**src/rtl/encoder_velocity.sv**
```systemverilog
// encoder_velocity: velocity from an offset-binary position count, averaged over 2^AVG_SHIFT sample
// periods, with direction, stall detection and a sticky alias warning.
module encoder_velocity #(
    parameter int CLK_PER_SAMPLE = 50000,
    parameter int AVG_SHIFT      = 2,
    parameter int STALL_WINDOWS  = 8
) (
    input  logic        clk,
    input  logic        rst,
    input  logic [15:0] pos,
    output logic [15:0] vel,
    output logic        vel_valid,
    output logic        dir,
    output logic        stalled,
    output logic        ovf
);
    localparam int CW = $clog2(CLK_PER_SAMPLE);
    localparam logic [0:0] PRIME = 1'b0;
    localparam logic [0:0] RUN   = 1'b1;

    logic [CW-1:0]      cnt;
    logic               tick;
    logic [0:0]         state;
    logic [15:0]        pos_prev;
    logic signed [15:0] delta;
    logic signed [19:0] acc;
    logic signed [19:0] sum;
    logic signed [19:0] sum_q;
    logic signed [19:0] avg;
    logic [4:0]         win;
    logic               last;
    logic               pend;
    logic [7:0]         zr;
    logic [7:0]         zr_next;
    logic [15:0]        vel_next;

    always_comb begin
        tick     = cnt == CW'(CLK_PER_SAMPLE - 1);
        delta    = pos - pos_prev;
        sum      = acc + {{4{delta[15]}}, delta};
        last     = win == 5'((1 << AVG_SHIFT) - 1);
        avg      = sum_q >>> AVG_SHIFT;
        vel_next = avg[15:0];
        zr_next  = vel_next != 16'h0 ? 8'd0 : (zr == 8'hFF ? zr : zr + 8'd1);
    end

    // The window sum is latched on its closing tick and published one cycle later.
    always_ff @(posedge clk) begin
        if (rst) begin
            cnt       <= '0;
            state     <= PRIME;
            pos_prev  <= 16'h8000;
            acc       <= '0;
            sum_q     <= '0;
            win       <= '0;
            pend      <= 1'b0;
            zr        <= '0;
            vel       <= '0;
            vel_valid <= 1'b0;
            dir       <= 1'b1;
            stalled   <= 1'b0;
            ovf       <= 1'b0;
        end else begin
            cnt       <= tick ? '0 : cnt + 1'b1;
            vel_valid <= pend;
            pend      <= 1'b0;
            if (tick) begin
                pos_prev <= pos;
                if (state == PRIME) begin
                    state <= RUN;
                end else begin
                    if (delta >= 16'sh4000 || delta <= -16'sh4000) ovf <= 1'b1;
                    if (last) begin
                        acc   <= '0;
                        win   <= '0;
                        sum_q <= sum;
                        pend  <= 1'b1;
                    end else begin
                        acc <= sum;
                        win <= win + 1'b1;
                    end
                end
            end
            if (pend) begin
                vel     <= vel_next;
                dir     <= vel_next == 16'h0 ? dir : ~vel_next[15];
                zr      <= zr_next;
                stalled <= zr_next >= 8'(STALL_WINDOWS);
            end
        end
    end
endmodule

```
**config.mk**
```make
export PLATFORM = sky130hd
export DESIGN_NAME = encoder_velocity
export DESIGN_NICKNAME = d
export VERILOG_FILES = /design/src/rtl/encoder_velocity.sv
export SDC_FILE = /design/constraint.sdc
export NUM_CORES = 1
export LEC_CHECK = 0
export ABC_AREA = 1
export CAP_MARGIN = 20
export CORE_MARGIN = 2
export CORE_UTILIZATION = 50
export CTS_CLUSTER_DIAMETER = 40
export DETAILED_ROUTE_END_ITERATION = 6
export PLACE_DENSITY = 0.74
export SLEW_MARGIN = 20
export SYNTH_ARGS = -nofsm -noshare
export SYNTH_HDL_FRONTEND = slang
export SYNTH_SLANG_ARGS = --single-unit
```
**constraint.sdc**
```tcl
create_clock -name clk -period 3.5 [get_ports clk]
set_clock_uncertainty 0.1 [all_clocks]
set_input_delay 0.7 -clock clk [delete_from_list [all_inputs] [get_ports clk]]
set_output_delay 0.7 -clock clk [all_outputs]
set_load 0.01 [all_outputs]
```
==> results.cfg <==
[critical_path]
worstSetupEndpointType = register
worstSetupStartpointType = input port
cpMaxStageDelayCell = sky130_fd_sc_hd__clkdlybuf4s50_1
arrival_ns = 3.43
ff2ff_setup_slack_ns = 0.57
required_ns = 3.64
path_class = input port to register
critPathTopFamily = simple AND/OR/NAND/NOR gates
max_stage_delay_ns = 0.53
critical_path_s_most_frequent_cell = sky130_fd_sc_hd__nand2_1
path_cells = clkdlybuf4s50_1 -> ha_4 -> nand2_1 -> nand2_1 -> a21oi_2 -> nor2_1 -> nor2_2 -> nand2_1 -> nand2_1 -> nand2_2 -> ha_1 -> buf_4 -> a21oi_1 -> nand2_1 -> a21oi_1 -> nand3_1 -> nand3b_1 -> nand3_1 -> a21oi_1
critical_path.n_buffers_inverters = 2
timing.critical_path.fanout_max = 4

[die]
die_w_um = 112
num_rows = 39
initial_core_utilization_pct = 50.9
io_pins = 38
dieHeight_um = 112
fp.coreArea_sq_um = 11400
die_area_sq_um = 12500

[clock_tree]
cts_tree = done
cts-htree-levels = 3
clk_latency_ns = 0.36
longest_clk_path_bufs = 2
clock_sinks = 101
number_of_cts_inserted_buffers = 9
cts.clk_slew.worst_paths_ns = 0.07
root_buffer = sky130_fd_sc_hd__clkbuf_16
post_cts_hold_buffer_count = 0

[pwr]
switching_share_pct = 26.4
p_leak_nw = 3.37
power_frac_clock_pct = 38.9
share_comb_of_total_power_pct = 14.7
report.power.total_w = 0.00249
power_density_nw_per_um2 = 328
p_int_w = 0.00183
vdd_ir_drop_max_mv = 0.490
p_switching_w = 0.000657
share_of_total_power_in_sequential_cells_pct = 46.3

[logic_synthesis]
synth_top_area_cells = sky130_fd_sc_hd__dfxtp_1 35%, sky130_fd_sc_hd__nand2_1 13%, sky130_fd_sc_hd__inv_1 8.0%
postSynthRegisterBits = 101
yosysSeqAreaShare_pct = 34.9
synth.net_count = 898
synth.top_cells.by_count = 198 x sky130_fd_sc_hd__nand2_1, 123 x sky130_fd_sc_hd__inv_1, 101 x sky130_fd_sc_hd__dfxtp_1
synthAdderAreaFrac_pct = 8.25
synthMuxAreaShare_pct = 0
count_of_flip_flops_with_a_built_in_enable_after_synthesis = 0
synth_area_sq_um = 5790
dominant_combinational_cell_family_by_area_after_synthesis = simple AND/OR/NAND/NOR gates
postSynth.asyncResetShare_pct = 0
synth_xor_xnor_area_share_pct = 2.87
synth_compound_gate_area_share_pct = 15.3
count_of_mapped_cells_out_of_synthesis = 843
yosys_cell_types = 44
synth_top_cell_by_area = sky130_fd_sc_hd__dfxtp_1
synth_flop_cell = sky130_fd_sc_hd__dfxtp_1
yosys_warnings = 0
synth_simple_gate_area_share_pct = 28.7
syn-mean-instance-area_sq_um = 6.87
proportion_of_netlist_area_held_by_the_largest_area_contributor_pct = 34.9
post-synth-top-count-cell = sky130_fd_sc_hd__nand2_1

[drt]
overall_routed_net_length_um = 13600
drt_drc_violations_left = 0
vias = 5559
drt_iter0_markers = 312
routed_wirelength_normalized_by_instance_count_um = 12.3
drt-pass1-iter-count = 4
route.detailed.vias_per_inst = 5.03
route.antenna.remaining_nets = 0

[placement]
numPlacedInstances = 1087
place.gp.congestion = 0.893
port_buffers = 37
dp.final_hpwl_um = 9670

[finish]
finish.cell_count_without_fillers = 1105
utilization_pct = 66.8
syn_to_final_growth_pct = 31.1
drive_gt1_share_pct = 20.1
ff_latch_area_sq_um = 2020
area_of_combinational_cells_with_multiple_inputs_sq_um = 3570
diodes = 0
number_of_nets_in_the_layout = 1012
nFillCells = 956

[worst_hold_path]
worst_hold_path_type = register to register

[global_routing]
grt_max_degree = 37
grt_pass1_vias = 5100
grt.overflow.total = 0
grt_first_pass_wirelength_um = 23000
grtUsageTotal_pct = 22.0
grt_antenna_before_repair = 0

[outcome]
run_status = finished clean

[sta]
slew_headroom_pct = 51.7
fmax_ghz = 0.303
finalHoldViolCount = 0
tightestPinTransition_ns = 0.720
timing.final.max_slew_violations = 0
finalWorstPathRequiredPeriod_ns = 3.30
final_min_period_over_clock_period_pct = 94.3
setup_viol_count_final = 0

[job]
maxCapViolations = 0
-- what timing repair did --
action / 4_1_cts / 5_1_grt
buffers inserted: 1 / 1
pin swaps: 4 / 13
gates resized for setup: 12 / 69
setup endpoints to repair: 16 / 22
-- layout by cell type, fill, tap and decap left out, types with 10 or more instances in the layout --
cell type                         count
sky130_fd_sc_hd__a21oi_1             76
sky130_fd_sc_hd__a21oi_2             12
sky130_fd_sc_hd__buf_4               85
sky130_fd_sc_hd__clkdlybuf4s50_1     26
sky130_fd_sc_hd__dfxtp_1            101
sky130_fd_sc_hd__dlymetal6s2s_1      11
sky130_fd_sc_hd__ha_1                16
sky130_fd_sc_hd__ha_4                17
sky130_fd_sc_hd__inv_1              122
sky130_fd_sc_hd__nand2_1            183
sky130_fd_sc_hd__nand2_2             16
sky130_fd_sc_hd__nand3_1             48
sky130_fd_sc_hd__nor2_1              58
sky130_fd_sc_hd__nor3_1              12
sky130_fd_sc_hd__o21ai_0             50
sky130_fd_sc_hd__xor2_1              10
-- cell families after synthesis --
kind of cell	count (synthesis)
AOI/OAI and AO/OA	167
xor gates and xnor gates	19
adders and majority gates	37
buffers and inverters	150
DFF	101
and+or+nand+nor	369
-- layout make-up --
class,instances,area share (%)
clock buffer,10,3.15
sequential,101,26.6
tap,143,2.36
timing repair buffer,122,13.6
clock inverter,6,0.659
inverter,131,6.51
multi-input combinational,592,47.1
-- flip-flops by register name, summed over array words and instances, names as in the netlist --
name,count
sum_q,16
stalled,1
state,1
pos_prev,16
zr,8
cnt,16
pend,1
vel_valid,1
dir,1
win,5
acc,18
ovf,1
vel,16
-- power by group through the flow --
| stage | combinational, W | sequential, W | clock, W |
|---|---|---|---|
| 2_1_floorplan | 0.000172 | 0.00118 | 0 |
| 3_3_place_gp | 0.000311 | 0.00118 | 0 |
| 3_5_place_dp | 0.000314 | 0.00118 | 0 |
| 4_1_cts | 0.000324 | 0.00115 | 0.000988 |
| 5_1_grt | 0.000407 | 0.00115 | 0.00103 |
| 6_report | 0.000366 | 0.00115 | 0.000969 |
-- metal layers --
layer | part of all wire [%] | track usage, % | vias to the layer above
li1 | - | - | 2966
met1 | 48 | 29.1 | 2499
met2 | 47 | 37.0 | 84
met3 | 3.7 | 4.79 | 10
met4 | 1.1 | 5.02 | 0
met5 | 0 | 0 | -
-- per-stage QoR --
| stage | hold WS [ns] | TNS (ns) | cell area (sq um) | setup WS [ns] |
|---|---|---|---|---|
| after floorplan | 0.318 | 0 | 5790 | 0.248 |
| after global placement | 0.334 | -7.02 | 6880 | -0.418 |
| after CTS | 0.351 | 0 | 7250 | 0.00817 |
| after global routing | 0.376 | -0.0595 | 7590 | -0.0375 |
| final | 0.345 | 0 | 7590 | 0.201 |
| after detailed placement | 0.338 | -9.03 | 6880 | -0.497 |
-- worst paths after layout --
kind,cells after the start,to,start
max,19,acc[17],pos[8]
min reg2reg,1,cnt[0],cnt[0]
max reg2reg,22,acc[17],pos_prev[0]
min,1,cnt[0],cnt[0]
Note: power is estimated with default switching activity, not from simulation.
